$ cat src/rtl/muldiv_pkg.sv
// Shared types and constants for the iterative HI/LO multiply/divide unit.
package muldiv_pkg;

    localparam int DATA_W = 32;

    typedef enum logic [1:0] {
        OP_MULT  = 2'b00,
        OP_MULTU = 2'b01,
        OP_DIV   = 2'b10,
        OP_DIVU  = 2'b11
    } muldiv_op_t;

    typedef enum logic [1:0] {
        IDLE   = 2'd0,
        RUN    = 2'd1,
        FINISH = 2'd2
    } muldiv_state_t;

    // LO value reported for any divide by zero
    localparam logic [DATA_W-1:0] DIV0_LO = {DATA_W{1'b1}};

endpackage

$ cat src/rtl/muldiv_unit_cond_neg.sv
// Conditional two's-complement negation, used for operand magnitudes and result sign correction.
module cond_neg #(
    parameter int WIDTH = 32
) (
    input  logic [WIDTH-1:0] x,
    input  logic             neg,
    output logic [WIDTH-1:0] y
);

    assign y = neg ? (~x + {{(WIDTH-1){1'b0}}, 1'b1}) : x;

endmodule

$ cat src/rtl/muldiv_unit.sv
// Iterative MIPS multiply/divide unit owning HI/LO: shift-add multiply and restoring
// divide on magnitudes, one bit per cycle, with sign correction applied on the way out.
module muldiv_unit
    import muldiv_pkg::*;
#(
    parameter int WIDTH = DATA_W
) (
    input  logic             clk,
    input  logic             reset,
    input  logic             start,
    input  logic [1:0]       op,
    input  logic [WIDTH-1:0] a,
    input  logic [WIDTH-1:0] b,
    input  logic             hi_we,
    input  logic             lo_we,
    input  logic [WIDTH-1:0] wd,
    output logic             busy,
    output logic             done,
    output logic [WIDTH-1:0] hi,
    output logic [WIDTH-1:0] lo
);

    localparam int CNT_W = $clog2(WIDTH);
    localparam logic [CNT_W-1:0] LAST_ITER = CNT_W'(WIDTH - 1);

    muldiv_state_t    state;
    logic [CNT_W-1:0] cnt;
    logic             isDiv;
    logic             isSigned;
    logic             signQ;
    logic             signR;
    logic             divZero;
    logic [WIDTH-1:0] rawA;
    logic [WIDTH-1:0] opB;
    logic [WIDTH-1:0] accHi;
    logic [WIDTH-1:0] accLo;

    logic             reqSigned;
    logic             reqDiv;
    logic [WIDTH-1:0] absA;
    logic [WIDTH-1:0] absB;

    assign reqSigned = (op == OP_MULT) || (op == OP_DIV);
    assign reqDiv    = (op == OP_DIV)  || (op == OP_DIVU);
    assign busy      = (state != IDLE);

    cond_neg #(.WIDTH(WIDTH)) u_negA (.x(a), .neg(reqSigned & a[WIDTH-1]), .y(absA));
    cond_neg #(.WIDTH(WIDTH)) u_negB (.x(b), .neg(reqSigned & b[WIDTH-1]), .y(absB));

    // Per-iteration datapath: the multiply shifts {accHi, accLo} right, the divide shifts
    // the partial remainder left through a WIDTH+1 bit window so the compare never overflows.
    logic [WIDTH:0]   mulSum;
    logic [WIDTH:0]   divShift;
    logic             divFits;
    logic [WIDTH-1:0] divDiff;

    always_comb begin
        mulSum   = {1'b0, accHi} + (accLo[0] ? {1'b0, opB} : {(WIDTH+1){1'b0}});
        divShift = {accHi, accLo[WIDTH-1]};
        divFits  = (divShift >= {1'b0, opB});
        divDiff  = divShift[WIDTH-1:0] - opB;
    end

    logic [2*WIDTH-1:0] prodRes;
    logic [WIDTH-1:0]   quotRes;
    logic [WIDTH-1:0]   remRes;

    cond_neg #(.WIDTH(2*WIDTH)) u_negProd (.x({accHi, accLo}), .neg(isSigned & signQ), .y(prodRes));
    cond_neg #(.WIDTH(WIDTH))   u_negQuot (.x(accLo), .neg(isSigned & signQ), .y(quotRes));
    cond_neg #(.WIDTH(WIDTH))   u_negRem  (.x(accHi), .neg(isSigned & signR), .y(remRes));

    always_ff @(posedge clk or negedge reset) begin
        if (!reset) begin
            state    <= IDLE;
            cnt      <= '0;
            isDiv    <= 1'b0;
            isSigned <= 1'b0;
            signQ    <= 1'b0;
            signR    <= 1'b0;
            divZero  <= 1'b0;
            rawA     <= '0;
            opB      <= '0;
            accHi    <= '0;
            accLo    <= '0;
            hi       <= '0;
            lo       <= '0;
            done     <= 1'b0;
        end else begin
            done <= 1'b0;
            case (state)
                IDLE: begin
                    // A new request wins over MTHI/MTLO issued in the same cycle
                    if (start) begin
                        isDiv    <= reqDiv;
                        isSigned <= reqSigned;
                        signQ    <= a[WIDTH-1] ^ b[WIDTH-1];
                        signR    <= a[WIDTH-1];
                        divZero  <= reqDiv && (b == '0);
                        rawA     <= a;
                        opB      <= absB;
                        accHi    <= '0;
                        accLo    <= absA;
                        cnt      <= '0;
                        state    <= RUN;
                    end else begin
                        if (hi_we) hi <= wd;
                        if (lo_we) lo <= wd;
                    end
                end
                RUN: begin
                    if (isDiv) begin
                        accHi <= divFits ? divDiff : divShift[WIDTH-1:0];
                        accLo <= {accLo[WIDTH-2:0], divFits};
                    end else begin
                        accHi <= mulSum[WIDTH:1];
                        accLo <= {mulSum[0], accLo[WIDTH-1:1]};
                    end
                    cnt <= cnt + 1'b1;
                    if (cnt == LAST_ITER) state <= FINISH;
                end
                FINISH: begin
                    if (isDiv && divZero) begin
                        hi <= rawA;
                        lo <= DIV0_LO;
                    end else if (isDiv) begin
                        hi <= remRes;
                        lo <= quotRes;
                    end else begin
                        hi <= prodRes[2*WIDTH-1:WIDTH];
                        lo <= prodRes[WIDTH-1:0];
                    end
                    done  <= 1'b1;
                    state <= IDLE;
                end
                default: state <= IDLE;
            endcase
        end
    end

endmodule

$ cat config.mk
export PLATFORM = sky130hd
export DESIGN_NAME = muldiv_unit
export DESIGN_NICKNAME = d
export VERILOG_FILES = /design/src/rtl/muldiv_pkg.sv /design/src/rtl/muldiv_unit_cond_neg.sv /design/src/rtl/muldiv_unit.sv
export SDC_FILE = /design/constraint.sdc
export NUM_CORES = 1
export LEC_CHECK = 0
export BUFFER_PORTS_ARGS = -buffer_cell sky130_fd_sc_hd__buf_2
export CAP_MARGIN = 20
export CORE_ASPECT_RATIO = 1.25
export CORE_MARGIN = 4
export CORE_UTILIZATION = 50
export DETAILED_ROUTE_END_ITERATION = 8
export PLACE_DENSITY = 0.7
export RECOVER_POWER = 50
export SLEW_MARGIN = 20
export SYNTH_ARGS = -nofsm -noshare
export SYNTH_HDL_FRONTEND = slang
export SYNTH_SLANG_ARGS = --single-unit
$ cat constraint.sdc
create_clock -name clk -period 5.29 [get_ports clk]
set_clock_uncertainty 0.1 [all_clocks]
set_input_delay 0.7935 -clock clk [delete_from_list [all_inputs] [get_ports clk]]
set_output_delay 0.7935 -clock clk [all_outputs]
set_load 0.02 [all_outputs]
==> results of run 1 <==
## report_power, final
part	switching [W]	internal, W
Combinational	0.00494	0.00306
Clock	0.000707	0.00101
Sequential	0.000948	0.00234
## worst paths after layout
check                           startpoint   endpoint  depth (start not counted)
worst max-delay path              accHi[3]   accHi[9]                         10
worst min-delay path                lo[15]     lo[15]                          2
worst max register to register    accHi[3]   accHi[9]                         10
worst min register to register      lo[15]     lo[15]                          2
max in group asynchronous            reset  accLo[27]                          2
min in group asynchronous            reset    rawA[8]                          1
## kinds of logic (layout without fill, tap and decap cells)
| kind of cell | count (synthesis) | in the layout | synth area share (%) |
|---|---|---|---|
| multiplexers | 41 | 41 | 2.65 |
| buffers and inverters | 186 | 303 | 4.54 |
| AO/OA/AOI/OAI | 644 | 644 | 25.7 |
| XOR/XNOR | 168 | 168 | 9.46 |
| flip-flops | 204 | 204 | 32.8 |
| AND/OR/NAND/NOR | 647 | 647 | 19.0 |
| adder cells (fa/ha/maj) | 72 | 72 | 5.89 |
| other | 0 | 1 | 0 |
## critical path, cell delays in order, from the launching register on
cell	delay [ps]
dfrtp_1	480
ha_1	380
a21oi_1	270
inv_1	70
o211a_1	280
o311ai_0	790
nand4_1	320
nand2_1	620
buf_4	380
mux2i_1	210
o221ai_1	120
## placed cells by master (no fill, tap or decap), types with 7 or more instances in the layout
| cell type | synthesis | layout |
|---|---|---|
| or2_2 | 8 | 8 |
| or4_1 | 11 | 11 |
| nor2_1 | 139 | 136 |
| and2_1 | 7 | 7 |
| or3_1 | 22 | 22 |
| a21oi_1 | 140 | 140 |
| clkbuf_1 | 103 | 19 |
| o41ai_1 | 12 | 12 |
| xor2_1 | 69 | 69 |
| o31ai_1 | 22 | 22 |
| nand2b_1 | 18 | 17 |
| mux2i_1 | 40 | 40 |
| o21ai_0 | 215 | 215 |
| ha_1 | 70 | 70 |
| nor2b_1 | 13 | 13 |
| clkbuf_16 | 0 | 24 |
| o22ai_1 | 42 | 42 |
| nand3_1 | 27 | 27 |
| buf_2 | 6 | 153 |
| o21a_1 | 8 | 8 |
| a31oi_1 | 26 | 26 |
| a22oi_1 | 17 | 17 |
| inv_1 | 66 | 66 |
| a222oi_1 | 13 | 13 |
| nor3_1 | 39 | 39 |
| a211oi_1 | 22 | 22 |
| nor4_1 | 18 | 18 |
| a21o_1 | 36 | 36 |
| nand2_1 | 294 | 294 |
| o211ai_1 | 38 | 38 |
| nand4_1 | 11 | 11 |
| buf_4 | 0 | 23 |
| and3_1 | 17 | 17 |
| xnor2_1 | 99 | 99 |
| dfrtp_1 | 204 | 203 |
## sequential cells by signal (all words and copies together) (netlist names)
name and count:
isSigned 1, signR 1, rawA 31, cnt 5, hi 32, state 2, lo 32, done 1
opB 32, accHi 32, divZero 1, accLo 32, isDiv 1, signQ 1
## metrics by stage
step                power [W]  worst slack (ps)  hold WS [ps]  utilization (%)
floorplan             0.00872              1920           340                -
CTS                    0.0129              1300           273             57.6
global route           0.0139               727           397             57.4
global placement       0.0111              1340           362             54.9
finish                 0.0130              1110           375             57.4
detailed placement     0.0112              1320           364             54.9
## final cells by class
class,instances,area (µm²)
fillers,2946,12900
diodes,1,2.50
clock inverters,13,164
inverters,67,251
well taps,401,502
clock buffers,29,639
repair buffers,194,1010
multi-input cells,1572,9760
flip-flops and latches,204,5110
## metal layers
metal / part of all wire, % / GRT usage [%] / up-vias
met4: 6.4 / 17.2 / 0
met1: 38 / 36.8 / 7415
li1: - / - / 7279
met2: 49 / 56.2 / 705
met5: 0 / 0 / -
met3: 6.5 / 3.77 / 179
==> run metrics, run 1 <==
status finished, violations left; failing checks capacitance limit, slew limit; Core Area approximately 30,000 µm²; Placed Instance Area ~17,000 µm²; final RePlAce weighted congestion just under 1; pwr dens 746 nW/µm²; mean post-synth cell area between 7 and 8 µm²; Post-synth EDFFs 0; Vias between 15,000 and 20,000; setup TNS 0 ps; Async S/R FF share, synth 100%; Unique masters post-synth 76; reg-to-reg slack, setup roughly 1100 ps; CTS tree yes; clk root buf clkbuf_16; final worst path period share between 70% and 80%; CTS H-tree depth 1; area share of the leading cell type in the synthesized netlist around 33%; first-pass GRT wire length around 86,000 µm; Final Hold Fails 0; Worst EP required 5570 ps; # rows 71; post-synth net total between 2,000 and 2,500; Residual DRC 0; initial antenna violation count 0; crit path kind reg -> reg; Initial Util 51.2%; grt ovf 0; synth top area cells dfrtp_1 (33%), nand2_1 (7.1%), o21ai_0 (6.9%); post-route ant nets 0; most frequent cell after synthesis nand2_1; Area growth syn-to-layout 12.1%; Slew headroom -70.4%; Boundary Pins ~170; Die Y-Extent between 200 and 250 µm; startpoint types register; top post-synthesis cells by count nand2_1 (294), o21ai_0 (215), dfrtp_1 (204); final WL around 55,000 µm; worst-path maximum fanout 20; Initial DRC Count roughly 1,500; Mapped Area about 16,000 µm²; PortBufs 168; Leakage 7.79 nW; All-Layer GR Usage between 30% and 40%; achievable frequency between 0.2 and 0.25 GHz; RSZ-0062 raised after global routing false; Syn. warnings 0; largest net degree at the start of global routing between 100 and 150; slew of the pin with the lowest slew margin 2560 ps; vias in the first global route about 15,000; Finish-stage setup viols 0; Inst Count DP roughly 2,400; clock latency on the worst-skew pair ~540 ps; post-route minimum period 4180 ps; # clock sinks 204; setup repair bufs after CTS 0; Critical Path End Type register; final instance area between 15,000 and 20,000 µm²; worst min-delay path class reg -> reg; Reg clk slew, reported paths approximately 60 ps; Yosys top cell by area dfrtp_1; die width approximately 170 µm; via/cell ratio roughly 6.3; sequential area share after synthesis between 30% and 40%; Post-synth top flop dfrtp_1; WP data arrival between 4000 and 5000 ps; DR WL/cell 22.2 µm; die area between 30,000 and 40,000 µm²; max-slew violation count 207; maximum VDD drop 0.310 mV; CTS buffer count 24; Post-CTS Resized 0; # hold bufs at CTS 0; clock buffer depth 3; Max Cap Viol 2; Cell Count, Final, Fillers Out around 2,500; fraction of layout cells with a size suffix above 1 a little under an eighth; NumNets Final 2,238; drt pass-1 iters 7; cells after synthesis approximately 2,000; Post-DP HPWL roughly 42,000 µm; synthesized flop and latch total approximately 200
(Power assumes the default switching activity.)
==> inputs of run 2 (changes only) <==
PLACE_DENSITY = 0.72   (was 0.7)
clock period = 3.46 ns   (was 5.29 ns; I/O delays follow)
==> run metrics, run 2 (synthesized netlist as in run 1, its figures left out) <==
slowest CP cell or4_1; Worst EP required 3750 ps; Switching Share between 40% and 50%; max-slew violation count 83; Area growth syn-to-layout 20.0%; fraction of layout cells with a size suffix above 1 about 18%; Critical Path End Type register; pwr dens 1160 nW/µm²; delay-heaviest family, CP simple AND/OR/NAND/NOR gates; Post-DP HPWL around 45,000 µm; CTS buffer count 23; via/cell ratio between 6 and 7; Core Area 30,400 µm²; wl on met1 ~22,000 µm; commonest non-fill, non-tap cell in the layout nand2_1; achievable frequency around 0.29 GHz; Leakage 8.49 nW; top layer in use met4; Finish-stage setup viols 0; final RePlAce weighted congestion ~1; critical-path cell list or4_1, or3_1, nor4_4, nor3_1, a21o_1, nor4_2, buf_4, nor3_1, nor3_1, o21ai_0; met3 WL around 4000 µm; Inst Count DP about 2,600; worst min-delay path class in -> reg; clock buffer depth 3; vias in the first global route about 16,000; first-pass GRT wire length ~91,000 µm; final worst path period share between 90% and 100%; die area ~34,000 µm²; # rows a little over 70; WHS around 140 ps; failing checks capacitance limit, slew limit; WP data arrival about 3800 ps; Comb pwr share ~67%; Power, Total around 0.022 W; critical path's most frequent cell nor3_1; All-Layer GR Usage between 30% and 40%; drt pass-1 iters 6; Initial Util 51.2%; Initial DRC Count 1,530; Max Cap Viol 1; maximum VDD drop between 0.5 and 0.6 mV; Buf+Inv Stages, Crit Path 1; reg-to-reg slack, setup 3 ps; Boundary Pins roughly 170; crit path kind reg -> reg; commonest cells after routing, fill and taps aside nand2_1 (294), o21ai_0 (211), dfrtp_1 (203); die width around 170 µm; Final Hold Fails 0; final WL between 50,000 and 60,000 µm; initial antenna violation count 0; clk root buf clkbuf_16; grt ovf 0; # clock sinks just over 200; DR WL/cell 22.4 µm; cell-internal power roughly 0.011 W; Die Y-Extent 205 µm; startpoint types register; Slew headroom -53.8%; worst-path maximum fanout 6; slew of the pin with the lowest slew margin 2310 ps; post-route minimum period 3460 ps; clock network power share 12.1%; CTS H-tree depth 1; post-route ant nets 0; status finished, violations left; Reg clk slew, reported paths ~60 ps; n_diodes 0; NumNets Final 2,377; net switching power about 0.011 W; PortBufs around 170; Residual DRC 0; Seq pwr share a little over a fifth; Cell Count, Final, Fillers Out ~2,600; RSZ-0062 raised after global routing true; CTS tree yes; slowest stage delay, CP 610 ps; largest net degree at the start of global routing between 80 and 90; Vias around 16,000; clock latency on the worst-skew pair around 520 ps; met2 WL roughly 28,000 µm
[run 2: changes by cell type in the layout (fill, tap and decap cells not counted), moves of 6 or more]
cell	before	now
buf_2	153	134
clkbuf_1	19	36
buf_12	0	6
buf_4	23	155
[run 2: metal layers]
metal | global-route usage, % | up-vias
li1 | - | 7554
met1 | 38.1 | 7631
met2 | 58.4 | 838
met3 | 4.38 | 246
met4 | 23.1 | 0
met5 | 0 | -
[run 2: area by class of cell]
| class | count | area (µm²) |
|---|---|---|
| fill | 2796 | 11700 |
| tap | 401 | 502 |
| timing repair buffer | 334 | 2110 |
| clock inverter | 12 | 170 |
| multi-input combinational | 1572 | 9910 |
| clock buffer | 28 | 624 |
| sequential | 204 | 5110 |
| inverter | 67 | 251 |
[run 2: through the flow]
step	instance area [µm²]	util, %	setup slack [ps]	setup TNS (ps)
finish	18700	61.5	3.45	0
global route	18700	61.5	-26.1	-96.2
CTS	18600	61.2	14.9	0
detailed placement	17800	58.5	-184	-187
global placement	17800	58.5	-15.0	-15.0
floorplan	15600	-	90.9	0
[run 2: repair_timing]
item / in CTS / in global routing
endpoints found under the setup margin: 3 / 14
setup buffers: 0 / 1
resized for setup: 3 / 32
hold buffers: 1 / 0
pin swaps: 0 / 4
endpoints found under the hold margin: 33 / 0
[run 2: power by group through the flow]
stage	Sequential, W	Clock, W	Combinational (W)
after CTS	0.00456	0.00266	0.0142
after floorplan	0.00484	0	0.00849
after global routing	0.00473	0.00276	0.0158
after detailed placement	0.00459	0	0.0141
final	0.00459	0.00264	0.0145
after global placement	0.00454	0	0.0139
[run 2: worst register-to-register path, delay by kind of cell (launching register included)]
kind / cells / cell delay, ps
flip-flops: 1 / 380
AND/OR/NAND/NOR: 7 / 2290
AO/OA/AOI/OAI: 2 / 380
buffers and inverters: 1 / 170
[run 2: path summary, 6_finish.rpt]
kind                       startpoint  endpoint  depth (start not counted)
hold / removal                  op[1]     isDiv                          3
hold reg to reg                lo[13]    lo[13]                          2
max in group asynchronous       reset  accLo[3]                          3
min in group asynchronous       reset   rawA[8]                          2
setup / recovery            accLo[12]    hi[21]                         10
setup reg to reg            accLo[12]    hi[21]                         10
==> inputs of run 3 (changes only) <==
CORE_MARGIN = unset   (was 4)
==> run metrics, run 3 (synthesized netlist as in run 1, its figures left out) <==
status finished, violations left; failing checks capacitance limit, slew limit, setup timing; Comb pwr share 66.1%; Inst Count DP between 2,000 and 3,000; register area approximately 5000 µm²; clock latency on the worst-skew pair ~550 ps; DR WL/cell ~22 µm; Worst EP required roughly 3800 ps; FF-to-FF Start accHi[8]; CTS buffer count 24; post-route minimum period roughly 3500 ps; final RePlAce weighted congestion ~1; Boundary Pins 169; NumNets Final 2,361; Worst R2R Path Depth 9; Final Hold Fails 0; Area growth syn-to-layout 19.5%; fillcell total around 2,800; vias in the first global route ~16,000; drt pass-1 iters 8; grt ovf 0; Max Cap Viol 1; Core Area between 30,000 and 40,000 µm²; crit path kind reg -> reg; setup TNS -3.63 ps; die area around 32,000 µm²; first-pass GRT wire length 89,400 µm; commonest cells after routing, fill and taps aside nand2_1 (294), o21ai_0 (214), dfrtp_1 (202); # clock sinks 204; CTS H-tree depth 1; multi-input logic area slightly below 10,000 µm²; Initial DRC Count about 1,500; die width ~160 µm; critical path's most frequent cell or4_4; largest net degree at the start of global routing 86; Post-DP HPWL approximately 45,000 µm; Switching Share about half; WP data arrival roughly 3800 ps; cell-internal power 0.0110 W; beginning of the critical path accHi[8]; # rows about 70; worst hold start wd[6]; pwr dens approximately 1200 nW/µm²; Die Y-Extent ~200 µm; slowest CP cell or4_4; Reg clk slew, reported paths 70 ps; Residual DRC 0; via/cell ratio approximately 6.2; slew of the pin with the lowest slew margin 2440 ps; commonest non-fill, non-tap cell in the layout nand2_1; net switching power between 0.01 and 0.015 W; final worst path period share 100%; Seq pwr share about a fifth; final WL ~58,000 µm; slowest stage delay, CP roughly 550 ps; Slew headroom -63.0%; Cell Count, Final, Fillers Out roughly 2,600; Initial Util between 50% and 60%; startpoint types register; clock network power share between 10% and 20%; final worst setup slack -3.63 ps; fraction of layout cells with a size suffix above 1 16.9%; critical-path cell list or4_4, or4_4, or3_4, or3_4, or4_4, nor3_2, o21ai_1, xnor2_1, a211oi_1; CTS tree yes; PortBufs about 170; Critical Path End Type register; achievable frequency around 0.29 GHz; Vias 16,129; hold path depth 2; Finish-stage setup viols 1; All-Layer GR Usage between 30% and 40%; max-slew violation count 83; clock buffer depth 3; Leakage ~8.4 nW; RSZ-0062 raised after global routing true; maximum VDD drop approximately 0.50 mV; worst-path maximum fanout 4; initial antenna violation count 0; n_diodes 0; clk root buf clkbuf_16; worst min-delay path class in -> reg; post-route ant nets 0
==> run 3: path summary, 6_finish.rpt <==
kind	slack, ps	endpoint
max	-4	hi[28]
min	140	hi[6]
max reg2reg	-4	hi[28]
min reg2reg	370	rawA[21]
max in group asynchronous	490	isDiv
min in group asynchronous	1120	accLo[7]
==> run 3: layout make-up <==
| class | count | area share [%] |
|---|---|---|
| clock inverters | 12 | 0.787 |
| flip-flops and latches | 204 | 27.5 |
| inverters | 67 | 1.35 |
| multi-input cells | 1572 | 52.9 |
| repair buffers | 317 | 11.1 |
| well taps | 401 | 2.70 |
| clock buffers | 31 | 3.70 |
==> run 3: per-layer routing <==
metal  part of all wire [%]  GRT usage [%]  vias up
met1                     37           40.1     7702
li1                       -              -     7513
met3                    7.4           6.81      194
met2                     48           63.7      720
met4                    7.5           26.2        0
met5                      0              0        -
==> run 3: worst max-delay path, delay by kind of cell, from the launching register on <==
family,cells,cell delay [ps]
AOI/OAI and AO/OA,2,320
DFF,1,380
xor gates and xnor gates,1,170
and+or+nand+nor,6,2390
==> run 3: what timing repair did <==
item / CTS / global route
hold buffers: 1 / 0
gates resized for setup: 1 / 15
endpoints found under the hold margin: 39 / 0
pin swaps: 1 / 3
endpoints found under the setup margin: 1 / 17
buffers inserted: 0 / 2
==> run 3: metrics by stage <==
| stage | utilization (%) | power (W) | worst slack, ps | cell area [µm²] | hold WS [ps] |
|---|---|---|---|---|---|
| floorplan | - | 0.0133 | 90.9 | 15600 | 123 |
| global placement | 58.3 | 0.0183 | 35.7 | 17700 | 358 |
| detailed placement | 58.3 | 0.0185 | -29.1 | 17700 | 358 |
| CTS | 61.1 | 0.0213 | 4.44 | 18600 | 130 |
| global route | 61.2 | 0.0231 | -84.6 | 18600 | 146 |
| finish | 61.2 | 0.0216 | -3.63 | 18600 | 135 |
==> run 3: power by group through the flow <==
stage | logic (W) | registers (W) | clock network (W)
floorplan | 0.00849 | 0.00484 | 0
global placement | 0.0138 | 0.00452 | 0
detailed placement | 0.0140 | 0.00457 | 0
CTS | 0.0140 | 0.00453 | 0.00276
global route | 0.0155 | 0.00471 | 0.00283
finish | 0.0143 | 0.00458 | 0.00274
